$ cat src/rtl/mili_seq_pkg.sv
// rtl/mili_seq_pkg.sv - shared state encoding and default widths for the sequence driver
package mili_seq_pkg;

    localparam int DEF_DATA_W = 8;
    localparam int DEF_DIV_W  = 8;
    localparam int DEF_CNT_W  = 4;

    typedef enum logic [2:0] {
        ST_IDLE = 3'd0,
        ST_LOAD = 3'd1,
        ST_WAIT = 3'd2,
        ST_STEP = 3'd3,
        ST_DONE = 3'd4
    } state_t;

endpackage

$ cat src/rtl/mili_seq_prescaler.sv
// rtl/mili_seq_prescaler.sv - loadable down-counter with zero flag for step spacing
module mili_seq_prescaler #(
    parameter int W = 8
) (
    input  logic         clk,
    input  logic         rst_n,
    input  logic         load,
    input  logic         dec,
    input  logic [W-1:0] value,
    output logic         zero
);

    logic [W-1:0] cnt;

    always_ff @(posedge clk or negedge rst_n) begin
        if (!rst_n) begin
            cnt <= '0;
        end else if (load) begin
            cnt <= value;
        end else if (dec && (cnt != '0)) begin
            cnt <= cnt - 1'b1;
        end
    end

    assign zero = (cnt == '0);

endmodule

$ cat src/rtl/mili_seq_driver.sv
// rtl/mili_seq_driver.sv - steps a pattern into the Mealy recogniser and captures y; MILI_SEQ_ABORT_EN adds abort/aborted
module mili_seq_driver
    import mili_seq_pkg::*;
#(
    parameter int DATA_W = DEF_DATA_W,
    parameter int DIV_W  = DEF_DIV_W,
    parameter int CNT_W  = DEF_CNT_W
) (
    input  logic              clk,
    input  logic              rst_n,
    input  logic              start,
    input  logic [DATA_W-1:0] pattern,
    input  logic [CNT_W-1:0]  len,
    input  logic [DIV_W-1:0]  div,
`ifdef MILI_SEQ_ABORT_EN
    input  logic              abort,
    output logic              aborted,
`endif
    output logic              fsm_rst_n,
    output logic              fsm_en,
    output logic              fsm_a,
    input  logic              fsm_y,
    output logic              busy,
    output logic              done,
    output logic [DATA_W-1:0] result,
    output logic [CNT_W-1:0]  hit_cnt
);

    localparam logic [CNT_W-1:0] MAX_LEN = CNT_W'(DATA_W);

    state_t            state, state_n;
    logic [DATA_W-1:0] shift;
    logic [CNT_W-1:0]  len_q;
    logic [DIV_W-1:0]  div_q;
    logic [CNT_W-1:0]  idx;
    logic              pre_load, pre_dec, pre_zero;
`ifdef MILI_SEQ_ABORT_EN
    logic              abort_hit;
`endif

    // Loaded with div-1 so the zero flag marks the last of exactly div WAIT cycles.
    mili_seq_prescaler #(.W(DIV_W)) u_prescaler (
        .clk   (clk),
        .rst_n (rst_n),
        .load  (pre_load),
        .dec   (pre_dec),
        .value (div_q - 1'b1),
        .zero  (pre_zero)
    );

    always_ff @(posedge clk or negedge rst_n) begin
        if (!rst_n) begin
            state <= ST_IDLE;
        end else begin
            state <= state_n;
        end
    end

    always_comb begin
        state_n  = state;
        pre_load = 1'b0;
        pre_dec  = 1'b0;
`ifdef MILI_SEQ_ABORT_EN
        abort_hit = 1'b0;
`endif
        case (state)
            ST_IDLE: if (start) state_n = ST_LOAD;
            ST_LOAD: begin
                if (len_q == '0) begin
                    state_n = ST_DONE;
                end else if (div_q == '0) begin
                    state_n = ST_STEP;
                end else begin
                    state_n  = ST_WAIT;
                    pre_load = 1'b1;
                end
            end
            ST_WAIT: begin
                pre_dec = 1'b1;
                if (pre_zero) state_n = ST_STEP;
            end
            ST_STEP: begin
                if (idx == len_q - 1'b1) begin
                    state_n = ST_DONE;
                end else if (div_q == '0) begin
                    state_n = ST_STEP;
                end else begin
                    state_n  = ST_WAIT;
                    pre_load = 1'b1;
                end
            end
            ST_DONE: state_n = ST_IDLE;
            default: state_n = ST_IDLE;
        endcase
`ifdef MILI_SEQ_ABORT_EN
        if (abort && (state == ST_LOAD || state == ST_WAIT || state == ST_STEP)) begin
            state_n   = ST_DONE;
            pre_load  = 1'b0;
            abort_hit = 1'b1;
        end
`endif
    end

    assign busy   = (state == ST_LOAD) || (state == ST_WAIT) || (state == ST_STEP);
    assign done   = (state == ST_DONE);
    assign fsm_en = (state == ST_STEP);
    assign fsm_a  = busy & shift[0];

    always_ff @(posedge clk or negedge rst_n) begin
        if (!rst_n) begin
            shift     <= '0;
            len_q     <= '0;
            div_q     <= '0;
            idx       <= '0;
            result    <= '0;
            hit_cnt   <= '0;
            fsm_rst_n <= 1'b1;
        end else begin
            fsm_rst_n <= (state_n != ST_LOAD);
            case (state)
                ST_IDLE: begin
                    if (start) begin
                        shift <= pattern;
                        len_q <= len;
                        div_q <= div;
                    end
                end
                ST_LOAD: begin
                    result  <= '0;
                    hit_cnt <= '0;
                    idx     <= '0;
                    if (len_q > MAX_LEN) len_q <= MAX_LEN;
                end
                // Mealy capture: y is read while fsm_en is high, before the recogniser moves.
                ST_STEP: begin
                    result  <= result | (DATA_W'(fsm_y) << idx);
                    hit_cnt <= hit_cnt + CNT_W'(fsm_y);
                    shift   <= shift >> 1;
                    idx     <= idx + 1'b1;
                end
                default: ;
            endcase
        end
    end

`ifdef MILI_SEQ_ABORT_EN
    always_ff @(posedge clk or negedge rst_n) begin
        if (!rst_n) begin
            aborted <= 1'b0;
        end else if (state == ST_IDLE && start) begin
            aborted <= 1'b0;
        end else if (abort_hit) begin
            aborted <= 1'b1;
        end
    end
`endif

endmodule

$ cat config.mk
export PLATFORM = sky130hd
export DESIGN_NAME = mili_seq_driver
export DESIGN_NICKNAME = d
export VERILOG_FILES = /design/src/rtl/mili_seq_pkg.sv /design/src/rtl/mili_seq_prescaler.sv /design/src/rtl/mili_seq_driver.sv
export SDC_FILE = /design/constraint.sdc
export NUM_CORES = 1
export LEC_CHECK = 0
export ABC_AREA = 1
export BUFFER_PORTS_ARGS = -buffer_cell sky130_fd_sc_hd__buf_2
export CAP_MARGIN = 10
export CORE_MARGIN = 2
export CORE_UTILIZATION = 61
export DETAILED_ROUTE_END_ITERATION = 12
export HOLD_SLACK_MARGIN = 0.03
export PLACE_DENSITY = 0.85
export SLEW_MARGIN = 0
export SYNTH_ARGS = -nofsm -noshare
export SYNTH_HDL_FRONTEND = slang
export SYNTH_HIERARCHICAL = 1
export SYNTH_SLANG_ARGS = --single-unit
$ cat constraint.sdc
create_clock -name clk -period 5 [get_ports clk]
set_input_delay 0.5 -clock clk [delete_from_list [all_inputs] [get_ports clk]]
set_output_delay 0.5 -clock clk [all_outputs]
set_load 0.05 [all_outputs]
==> results of run 1 <==
[registers in the layout, indices dropped and copies added (netlist names)]
name             cells
len_q                4
div_q                8
hit_cnt              4
idx                  4
fsm_rst_n            1
result               8
state                3
shift                8
u_prescaler/cnt      8
[synth_stat cells (all sizes together)]
master and number:
a21oi 8, a22o 2, a31oi 4, a32o 1, buf 6, clkbuf 1, clkinv 1, dfrtp 47
dfstp 1, ha 9, inv 41, mux2 3, nand2 76, nand3 46, nand3b 1, nand4 10
nor2 43, nor3 8, nor3b 1, o21ai 18, o22ai 1, or2 1, xnor2 3, xor2 6
[layer usage]
metal	global-route usage [%]	share of wire [%]	vias to the layer above
met5	0	0	-
met4	7.97	1.7	0
met3	5.27	6.4	9
met2	34.2	44	70
met1	33.1	47	1045
li1	-	-	1183
[through the flow]
stage               setup WS [ns]  power, uW  hold WS [ns]  instances
detailed placement           2.70        414         0.484        423
global route                 2.39        663         0.425        431
floorplan                    2.72        398         0.204        338
global placement             2.79        414         0.476        423
CTS                          2.63        648         0.409        431
finish                       2.63        642         0.367        431
[worst max-delay path by stage]
| stage | from | to | slack [ns] | cells past startpoint |
|---|---|---|---|---|
| floorplan | state[1] | fsm_a | 2.72 | 2 |
| global placement | state[0] | u_prescaler/cnt[3] | 2.79 | 11 |
| detailed placement | state[2] | u_prescaler/cnt[2] | 2.70 | 10 |
| CTS | state[2] | fsm_en | 2.63 | 4 |
| global route | state[0] | u_prescaler/cnt[2] | 2.39 | 11 |
| finish | state[2] | fsm_en | 2.63 | 4 |
[cells in the final DEF, fill, tap and decap left out]
| master | instances |
|---|---|
| nor2_1 | 38 |
| or2_2 | 1 |
| mux2_2 | 3 |
| a21oi_1 | 8 |
| o22ai_1 | 1 |
| ha_1 | 9 |
| nand2_1 | 73 |
| dfrtp_1 | 47 |
| nor2_8 | 2 |
| clkbuf_8 | 6 |
| a31oi_1 | 4 |
| buf_2 | 40 |
| nand3_4 | 1 |
| dfstp_2 | 1 |
| clkinv_2 | 1 |
| nor2_2 | 2 |
| xor2_1 | 6 |
| clkbuf_1 | 2 |
| nand3_1 | 44 |
| nand2_2 | 2 |
| inv_1 | 35 |
| inv_2 | 5 |
| a32o_1 | 1 |
| o21ai_0 | 12 |
| xnor2_1 | 3 |
| nor3b_1 | 1 |
| nand4_1 | 10 |
| o21ai_1 | 5 |
| inv_6 | 1 |
| nand3b_1 | 1 |
| nand3_2 | 1 |
| o21ai_4 | 1 |
| a22o_1 | 2 |
| nor3_1 | 8 |
| nor2_4 | 1 |
| nand2_4 | 1 |
[power by group through the flow]
stage | logic, uW | registers (uW) | clock network (uW)
finish | 17.9 | 388 | 236
CTS | 18.5 | 388 | 242
floorplan | 1.97 | 396 | 0
global route | 20.8 | 388 | 254
detailed placement | 18.5 | 396 | 0
global placement | 18.0 | 396 | 0
[worst reg2reg max path, cell delays in order, from the launching register on]
cell      delay, ns
dfrtp_1        0.48
nor2_8         0.22
nand2_1        0.26
inv_2          0.30
nand3_1        0.11
nand2_1        0.28
inv_1          0.25
nand2_4        0.17
clkinv_2       0.08
nand2_1        0.06
nand2_1        0.05
[layout make-up]
class | instances | area share (%)
multi-input cells | 241 | 43.0
flip-flops and latches | 48 | 39.8
repair buffers | 40 | 6.62
inverters | 42 | 5.42
clock buffers | 8 | 2.98
well taps | 52 | 2.15
[cell families after synthesis]
kind of cell,count (synthesis)
AND/OR/NAND/NOR,186
buffers and inverters,49
flip-flops,48
AO/OA/AOI/OAI,34
XOR/XNOR,9
adder cells (fa/ha/maj),9
multiplexers,3
==> results by group, run 1 <==
Status
  – Outcome: completed

Setup path
  – Worst-path cell chain: nor2_8 > nand2_1 > inv_2 > buf_2
  – Reg2Reg Launch Point: state[2]
  – Crit path max fanout: 15
  – Reg2reg path depth: 10
  – Req. time, crit path: 4.50 ns
  – Slowest stage delay, CP: 0.48 ns
  – Crit. End Element: output pin
  – Slowest stage cell, crit path: dfrtp_1
  – CP top delay family: buffers and inverters
  – Buffers & Inverters on Critical Path: 2
  – Crit start category: flip-flop
  – RR Endpoint: u_prescaler/cnt[2]
  – CP Class: flip-flop to output pin
  – Worst R2R Setup Slack: 2.65 ns
  – WP data arrival: 1.87 ns

Power and ir drop
  – Power per cell area: 212 nW/um^2
  – Internal power: 507 uW
  – Leak: around 0.0016 uW
  – Seq pwr share: 60.4%
  – Comb pwr share: under 10%
  – Switch share: roughly a fifth
  – Net Switching: 134 uW
  – Clk pwr share: 36.8%
  – Max IR drop VDD: 0.000130 V

Synthesis
  – Dominant cells by area after synthesis: dfrtp_1, nand2_1, nand3_1
  – Post-synth top area cell: dfrtp_1
  – Combinational family with the most area after synthesis: simple AND/OR/NAND/NOR gates
  – Gate Count Post-Synth: ~340
  – Mapped cell area: ~2700 um^2
  – Seq/Total Area, Yosys: 44.4%
  – Multiplexer area fraction after synthesis: 1.25%
  – Synth Area in XOR/XNOR: 2.91%
  – Synth Area in Adders: 4.16%
  – Synth Area per Inst: 8.01 um^2
  – Synth Area in Compound Gates: under 10%
  – Distinct cell type count after synthesis: 38
  – Simple-gate share of the synthesized area: roughly a third
  – Top-area cell type share of the netlist area: a little over two fifths
  – Synthesized Nets: approximately 370
  – Flops & latches, synth: 48
  – Syn. warnings: 6

Timing
  – Tcrit/Tclk final: 47.5%
  – Measured slew at the worst slew-check pin: 1.02 ns
  – Final Skew: slightly below 0.002 ns
  – FMAX: 0.421 GHz
  – Setup TNS: 0 ns
  – Fin. Hold Viols: 0
  – Final Setup Violations: 0
  – Unrepaired setup endpoints after global routing: no
  – Worst slew margin: 32.0%
  – Min Tclk post-route: 2.37 ns
  – Max Slew Vio Count: 0

Final layout
  – # fillers: roughly 330
  – Final Instance Area: 3020 um^2
  – Antenna Cells: 0
  – Share of cells above drive strength 1: between 10% and 20%
  – Synth-to-layout area growth: 11.6%
  – NumNets Final: roughly 400
  – Area of the multi-input gates: 1300 um^2
  – Final Util: 69.9%
  – Register area: approximately 1200 um^2

Global route
  – First-pass GRT wire length: just over 9000 um
  – Gr ovfl total: 0
  – Total GRT Usage: between 20 and 25%
  – Vias in the first global route: 2088
  – Antenna violations before repair: 0
  – Largest net degree at the start of global routing: 49

Route
  – Number of DRC markers in iteration 0: 176
  – Drt first pass iters: 4
  – DRC Markers: 0
  – Detailed-route wire length per cell: 12.4 um
  – Vias per cell: 5.35
  – Total Routed Length: 5350 um
  – Via Count: 2307
  – Final ANT Viol Nets: 0

Clocking
  – CTS tree: built
  – CTS root buffer: clkbuf_8
  – Clock slew at reported path FFs: 0.08 ns
  – Gates resized, CTS repair: 0
  – Clk_lat worst skew: 0.30 ns
  – Clock tree buffer depth: 2
  – Num CTS Buffers: 5
  – # clock sinks: 48
  – Max H-tree Level: 2
  – Hold-fix buffers, CTS: 0
  – Post-CTS setup buffer count: 0

Floorplan
  – Core area: 4320 um^2
  – Die Area: 4990 um^2
  – Die X: around 70 um
  – Row count: 24
  – Starting density of the core: 62.6%
  – Num ports: roughly 40
  – Die height: 70.6 um

Place
  – DP HPWL: about 4000 um
  – Cell Area, Placed: 2930 um^2
  – Placer congestion estimate: between 0.8 and 0.9
  – Number of port buffers: 40

Job
  – Max-cap violations: 0

Worst hold path
  – Hold crit path type: primary input to asynchronous set/reset pin
No activity file was read; power rests on OpenSTA's default activity.
==> run 2, diff against run 1 <==
Settings changed: ABC_AREA 1 to 0, CORE_UTILIZATION 61 to 56, PLACE_DENSITY 0.85 to 0.79.
Clock period 5 ns to 2.5 ns, I/O delays scaled along.
==> run 2 against run 1 <==
Flip-flop and latch count is the same; critical path depth grew 4; global-route usage grew 0.70 points; non-clock buffer count grew 10; utilization shrank 2.8 points; register-to-register slack lost 2.4 ns; power grew to 6.5 times the previous value; sequential power grew to 3.9 times the previous value; final area shrank 2.7%; largest power group is now combinational cells.
==> results by group, run 2 <==
Timing
  – Max Slew Vio Count: 0 (unchanged)
  – Fin. Hold Viols: 0 (unchanged)
  – FMAX: 0.435 GHz
  – Unrepaired setup endpoints after global routing: no (unchanged)
  – Min Tclk post-route: 2.30 ns
  – Setup ws final: 0.202 ns (was 2.63 ns)
  – Setup TNS: 0 ns (unchanged)
  – Final Setup Violations: 0 (unchanged)
  – Worst slew margin: 55.5% (was 32.0%)
  – Measured slew at the worst slew-check pin: 0.664 ns (was 1.02 ns)
  – Tcrit/Tclk final: 91.9%
  – Final Skew: 0.00885 ns (was 0.00198 ns)

Worst hold path
  – Hold Path End: div_q[5]
  – Hold Crit Depth: 3
  – Hold Startpoint: div[5]
  – Hold crit path type: primary input to flip-flop (was primary input to asynchronous set/reset pin)

Floorplan
  – Die X: 71.5 um (was 70.6 um)
  – Starting density of the core: 58.1% (was 62.6%)
  – Num ports: 41 (unchanged)
  – Die height: 71.5 um (was 70.6 um)
  – Core area: 4380 um^2 (was 4320 um^2)
  – Die Area: 5110 um^2 (was 4990 um^2)
  – Row count: 24 (unchanged)

Global route
  – Largest net degree at the start of global routing: 37 (was 49)
  – Gr ovfl total: 0 (unchanged)
  – Vias in the first global route: 2022 (was 2088)
  – Antenna violations before repair: 0 (unchanged)
  – First-pass GRT wire length: 9470 um (was 9140 um)
  – Total GRT Usage: 23.6% (was 22.8%)

Route
  – Final ANT Viol Nets: 0 (unchanged)
  – Number of DRC markers in iteration 0: 153 (was 176)
  – Detailed-route wire length per cell: 14.7 um (was 12.4 um)
  – Drt first pass iters: 4 (unchanged)
  – DRC Markers: 0 (unchanged)
  – Via Count: 2104 (was 2307)
  – Vias per cell: 5.67 (was 5.35)
  – Total Routed Length: 5460 um (was 5350 um)

Clocking
  – # clock sinks: 48 (unchanged)
  – Clock slew at reported path FFs: 0.09 ns (was 0.08 ns)
  – Post-CTS setup buffer count: 0 (unchanged)
  – Clk_lat worst skew: 0.30 ns (about the same)
  – Clock tree buffer depth: 2 (unchanged)
  – Max H-tree Level: 2 (unchanged)
  – CTS root buffer: clkbuf_8 (unchanged)
  – CTS tree: built (unchanged)
  – Num CTS Buffers: 5 (unchanged)

Synthesis
  – Mapped cell area: 2550 um^2 (was 2710 um^2)
  – Distinct cell type count after synthesis: 53 (was 38)
  – Ys flop type: dfrtp_1 (unchanged)
  – Gate Count Post-Synth: 270 (was 338)
  – Dominant cells by area after synthesis: dfrtp_1, nand2_1, ha_1 (was dfrtp_1, nand2_1, nand3_1)
  – EDFF count, synth: 0 (unchanged)
  – Post-synth top area cell: dfrtp_1 (unchanged)
  – Seq/Total Area, Yosys: 47.2% (was 44.4%)
  – Post-synth ARST share: 100% (unchanged)
  – Flops & latches, synth: 48 (unchanged)
  – Cell with the most instances after synthesis: nand2_1 (unchanged)
  – Commonest cells post-synth: nand2_1, dfrtp_1, nor2_1 (was nand2_1, dfrtp_1, nand3_1)
  – Synth Area per Inst: 9.44 um^2 (was 8.01 um^2)
  – Synthesized Nets: 303 (was 371)
  – Top-area cell type share of the netlist area: 46.1% (was 43.4%)
  – Syn. warnings: 6 (unchanged)

Final layout
  – Share of cells above drive strength 1: 21.0% (was 18.2%)
  – Area of the multi-input gates: 1250 um^2 (was 1300 um^2)
  – # fillers: 362 (was 332)
  – Final Util: 67.1% (was 69.9%)
  – NumNets Final: 351 (was 411)
  – Antenna Cells: 0 (unchanged)
  – Commonest non-fill, non-tap cells in the layout: nand2_1, dfrtp_1, buf_2, nor2_1, inv_1 (was nand2_1, dfrtp_1, nand3_1, buf_2, nor2_1)
  – Commonest non-fill, non-tap cell in the layout: nand2_1 (unchanged)
  – Synth-to-layout area growth: 15.4% (was 11.6%)
  – Register area: 1200 um^2 (unchanged)

Power and ir drop
  – Leak: 0.00148 uW (was 0.00160 uW)
  – Max IR drop VDD: 0.000994 V (was 0.000130 V)
  – Power per cell area: 1420 nW/um^2 (was 212 nW/um^2)

Place
  – Number of port buffers: 40 (unchanged)
  – Dpl ws: 0.277 ns (was 2.70 ns)
  – DP HPWL: 4020 um (was 4000 um)
  – Placer congestion estimate: 0.856 (was 0.828)

Setup path
  – Crit start category: flip-flop (unchanged)
  – RR Endpoint: u_prescaler/cnt[3] (was u_prescaler/cnt[2])
  – Req. time, crit path: 2.72 ns (was 4.50 ns)
  – Reg2reg path depth: 8 (was 10)
  – Crit path launch: len_q[0] (was state[2])
  – Crit. End Element: flip-flop (was output pin)
  – Reg2Reg Launch Point: len_q[0] (was state[2])
  – CP Class: flip-flop to flip-flop (was flip-flop to output pin)
  – WP data arrival: 2.52 ns (was 1.87 ns)
  – Worst R2R Setup Slack: 0.20 ns (was 2.65 ns)
  – Crit path max fanout: 3 (was 15)

Status
  – Outcome: completed (unchanged)

Job
  – Max-cap violations: 0 (unchanged)
[run 2: area by class of cell]
type | count | area share, %
timing repair buffer | 50 | 9.44
clock inverter | 1 | 0.255
sequential | 48 | 40.9
clock buffer | 7 | 2.93
tap | 52 | 2.21
inverter | 15 | 1.91
multi-input combinational | 198 | 42.4
[run 2: report_power, final]
part / total (uW) / switching, uW / internal, uW
Sequential: 1500 / 363 / 1130
Clock: 487 / 262 / 225
Combinational: 2200 / 1400 / 806
[run 2: per-layer routing]
| layer | share of wire, % | vias to the layer above | GRT usage [%] |
|---|---|---|---|
| met4 | 0.95 | 0 | 7.34 |
| met3 | 4.7 | 6 | 4.50 |
| li1 | - | 1048 | - |
| met5 | 0 | - | 0 |
| met1 | 48 | 999 | 34.9 |
| met2 | 47 | 51 | 35.4 |
[run 2: how the worst max path moves through the flow]
stage	cells after the start	end	slack (ns)
after floorplan	9	u_prescaler/cnt[7]	0.35
after global placement	8	u_prescaler/cnt[3]	0.33
after detailed placement	8	u_prescaler/cnt[3]	0.28
after CTS	8	u_prescaler/cnt[3]	0.22
after global routing	8	u_prescaler/cnt[3]	0.01
final	8	u_prescaler/cnt[3]	0.20
[run 2: cell families (layout without fill, tap and decap cells)]
group | after synthesis | in the layout | synth area share [%]
flops | 48 | 48 | 47.2
buf+inv | 24 | 73 | 3.93
xor+xnor | 11 | 11 | 4.32
compound gates | 50 | 50 | 13.7
fa+ha+maj | 9 | 9 | 4.42
mux | 3 | 3 | 1.18
simple gates | 125 | 125 | 25.3
[run 2: repair_timing]
| item | 4_1_cts | 5_1_grt |
|---|---|---|
| resized for setup | 0 | 0 |
| setup endpoints to repair | 0 | 0 |
| hold endpoints to repair | 12 | 0 |
| hold buffers | 1 | 0 |
[run 2: worst max-delay path: stages (launching register included)]
cell and delay, ns:
dfrtp_1 0.42, inv_1 0.13, ha_1 0.18, nor3b_1 0.32
nor3_1 0.10, o31ai_1 0.32, nor2_1 0.12, or4_1 0.47
o221ai_1 0.17
[run 2: per-stage QoR]
step	instance area [um^2]	hold slack, ns	instances	power (uW)
floorplan	2550	-0.0456	270	3130
global placement	2840	0.158	362	3630
finish	2940	0.134	371	4190
CTS	2940	0.129	371	4210
detailed placement	2840	0.153	362	3700
global route	2940	0.143	371	4540
==> run 3, diff against run 2 <==
Settings changed: CORE_UTILIZATION 56 to 55, PLACE_DENSITY 0.79 to 0.78, SYNTH_HIERARCHICAL 1 to not set.
==> run 3 against run 2 <==
The flow now finishes with violations (negative setup slack); highest routed layer unchanged; critical path depth grew 3; wire length shrank 9.4%; utilization grew 3.5 points; largest power group unchanged; clock power shrank 8.4%; power shrank 4.5%; clock skew shrank 0.0026 ns; combinational power shrank 4%; hold slack lost 0.10 ns.
==> results by group, run 3 <==
Status
  – Outcome: finished, violations left (was completed)
  – Failing checks: negative setup slack

Synthesis
  – Top-area cell type share of the netlist area: 49.2% (was 46.1%)
  – Gate Count Post-Synth: 228 (was 270)
  – Post-synth ARST share: 100% (unchanged)
  – Ys flop type: dfrtp_1 (unchanged)
  – EDFF count, synth: 0 (unchanged)
  – Synth Area per Inst: 10.5 um^2 (was 9.44 um^2)
  – Syn. warnings: 0 (was 6)
  – Dominant cells by area after synthesis: dfrtp_1, mux2_2, nand2_1 (was dfrtp_1, nand2_1, ha_1)
  – Flops & latches, synth: 48 (unchanged)
  – Distinct cell type count after synthesis: 46 (was 53)
  – Seq/Total Area, Yosys: 50.3% (was 47.2%)
  – Commonest cells post-synth: dfrtp_1, nand2_1, nor2_1 (was nand2_1, dfrtp_1, nor2_1)
  – Cell with the most instances after synthesis: dfrtp_1 (was nand2_1)
  – Post-synth top area cell: dfrtp_1 (unchanged)
  – Mapped cell area: 2390 um^2 (was 2550 um^2)
  – Synthesized Nets: 258 (was 303)

Clocking
  – Num CTS Buffers: 5 (unchanged)
  – CTS tree: built (unchanged)
  – # clock sinks: 48 (unchanged)
  – Hold-fix buffers, CTS: 0 (was 1)
  – CTS root buffer: clkbuf_8 (unchanged)
  – Max H-tree Level: 2 (unchanged)
  – Clk_lat worst skew: 0.31 ns (was 0.30 ns)
  – Clock tree buffer depth: 2 (unchanged)
  – Clock slew at reported path FFs: 0.08 ns (was 0.09 ns)

Place
  – Dpl ws: -0.192 ns (was 0.277 ns)
  – Placed insts: 329 (was 362)
  – Number of port buffers: 40 (unchanged)
  – DP HPWL: 3480 um (was 4020 um)
  – Placer congestion estimate: 0.768 (was 0.856)
  – Cell Area, Placed: 2760 um^2 (was 2840 um^2)

Route
  – Drt first pass iters: 4 (unchanged)
  – Detailed-route wire length per cell: 14.6 um (was 14.7 um)
  – Number of DRC markers in iteration 0: 56 (was 153)
  – Total Routed Length: 4950 um (was 5460 um)
  – Final ANT Viol Nets: 0 (unchanged)
  – Vias per cell: 5.65 (was 5.67)
  – DRC Markers: 0 (unchanged)
  – Via Count: 1911 (was 2104)

Setup path
  – Worst R2R Setup Slack: -0.26 ns (was 0.20 ns)
  – Crit start category: flip-flop (unchanged)
  – Crit path max fanout: 4 (was 3)
  – Crit. End Element: flip-flop (unchanged)
  – CP Class: flip-flop to flip-flop (unchanged)
  – Req. time, crit path: 2.73 ns (was 2.72 ns)
  – WP data arrival: 2.99 ns (was 2.52 ns)

Final layout
  – Commonest non-fill, non-tap cell in the layout: dfrtp_1 (was nand2_1)
  – Antenna Cells: 0 (unchanged)
  – Final Instance Area: 2880 um^2 (was 2940 um^2)
  – Synth-to-layout area growth: 20.7% (was 15.4%)
  – Final non-filler cell total: 338 (was 371)
  – Share of cells above drive strength 1: 33.7% (was 21.0%)
  – Commonest non-fill, non-tap cells in the layout: dfrtp_1, buf_2, nand2_1, nor2_1, buf_4 (was nand2_1, dfrtp_1, buf_2, nor2_1, inv_1)
  – NumNets Final: 318 (was 351)

Floorplan
  – Core area: 4090 um^2 (was 4380 um^2)
  – Num ports: 41 (unchanged)
  – Die height: 69.9 um (was 71.5 um)
  – Die X: 69.9 um (was 71.5 um)
  – Row count: 23 (was 24)
  – Die Area: 4890 um^2 (was 5110 um^2)
  – Starting density of the core: 58.5% (was 58.1%)

Global route
  – Antenna violations before repair: 0 (unchanged)
  – Largest net degree at the start of global routing: 49 (was 37)
  – Vias in the first global route: 1885 (was 2022)
  – Total GRT Usage: 21.7% (was 23.6%)
  – First-pass GRT wire length: 8570 um (was 9470 um)
  – Gr ovfl total: 0 (unchanged)

Timing
  – Measured slew at the worst slew-check pin: 0.595 ns (was 0.664 ns)
  – Setup ws final: -0.256 ns (was 0.202 ns)
  – Setup TNS: -0.579 ns (was 0 ns)
  – Worst slew margin: 60.4% (was 55.5%)
  – FMAX: 0.363 GHz (was 0.435 GHz)
  – Fin. Hold Viols: 0 (unchanged)
  – Min Tclk post-route: 2.76 ns (was 2.30 ns)
  – Final Skew: 0.00624 ns (was 0.00885 ns)
  – Tcrit/Tclk final: 110% (was 91.9%)
  – Final Setup Violations: 3 (was 0)
  – Max Slew Vio Count: 0 (unchanged)
  – Unrepaired setup endpoints after global routing: yes (was no)

Power and ir drop
  – Max IR drop VDD: 0.000755 V (was 0.000994 V)
  – Leak: 0.00140 uW (was 0.00148 uW)
  – Power per cell area: 1390 nW/um^2 (was 1420 nW/um^2)

Worst hold path
  – Hold crit path type: primary input to asynchronous set/reset pin (was primary input to flip-flop)

Job
  – Max-cap violations: 0 (unchanged)
run 3: final cells by class:
type,count,area [um^2]
Sequential cell,48,1200
Fill cell,304,1200
Multi-Input combinational cell,167,1160
Timing Repair Buffer,61,362
Clock buffer,5,68.8
Tap cell,50,62.6
Inverter,5,18.8
Clock inverter,2,12.5
run 3: path summary, 6_finish.rpt:
check,startpoint,to,cells past startpoint
setup / recovery,div_q[3],u_prescaler.cnt[2],11
hold / removal,rst_n,result[3],2
setup reg to reg,div_q[3],u_prescaler.cnt[2],11
hold reg to reg,shift[3],shift[3],2
max in group asynchronous,rst_n,u_prescaler.cnt[1],2
min in group clk,pattern[5],shift[5],3
run 3: power by group:
part / switching, uW / internal [uW] / leakage (uW)
Clock: 256 / 190 / 0.0000400
Sequential: 315 / 1120 / 0.000597
Combinational: 1210 / 909 / 0.000765
Total: 1780 / 2220 / 0.00140
run 3: critical path, cell delays in order (launching register included):
cell and delay, ns:
dfrtp_1 0.39, or4_4 0.54, or4b_4 0.52, o211ai_4 0.13
mux2i_1 0.23, ha_2 0.21, buf_4 0.11, buf_6 0.09
nand2_2 0.06, nor3_2 0.23, a21oi_2 0.06, a21oi_2 0.12
run 3: what timing repair did:
action / in CTS / in global routing
pin swaps: 1 / 2
endpoints found under the hold margin: 0 / 0
setup endpoints to repair: 3 / 3
setup buffers: 1 / 1
gates resized for setup: 1 / 5
run 3: through the flow:
| stage | hold WS (ns) | util [%] | total power [uW] |
|---|---|---|---|
| finish | 0.0293 | 70.6 | 4000 |
| global route | 0.0931 | 70.6 | 4300 |
| CTS | 0.0474 | 69.8 | 3950 |
| detailed placement | 0.378 | 67.5 | 3450 |
| global placement | 0.378 | 67.5 | 3380 |
| floorplan | -0.0456 | - | 2890 |
run 3: logic make-up after synthesis:
| family | synth area share, % |
|---|---|
| mux | 6.81 |
| fa+ha+maj | 3.14 |
| buf+inv | 2.83 |
| compound gates | 14.8 |
| simple gates | 17.5 |
| flops | 50.3 |
| xor+xnor | 4.61 |
run 3: layer usage:
| metal | global-route usage (%) | share of wire, % | vias up |
|---|---|---|---|
| met5 | 0 | 0 | - |
| met2 | 35.1 | 48 | 45 |
| li1 | - | - | 938 |
| met4 | 5.77 | 1.6 | 0 |
| met3 | 4.47 | 4.1 | 9 |
| met1 | 30.0 | 46 | 919 |
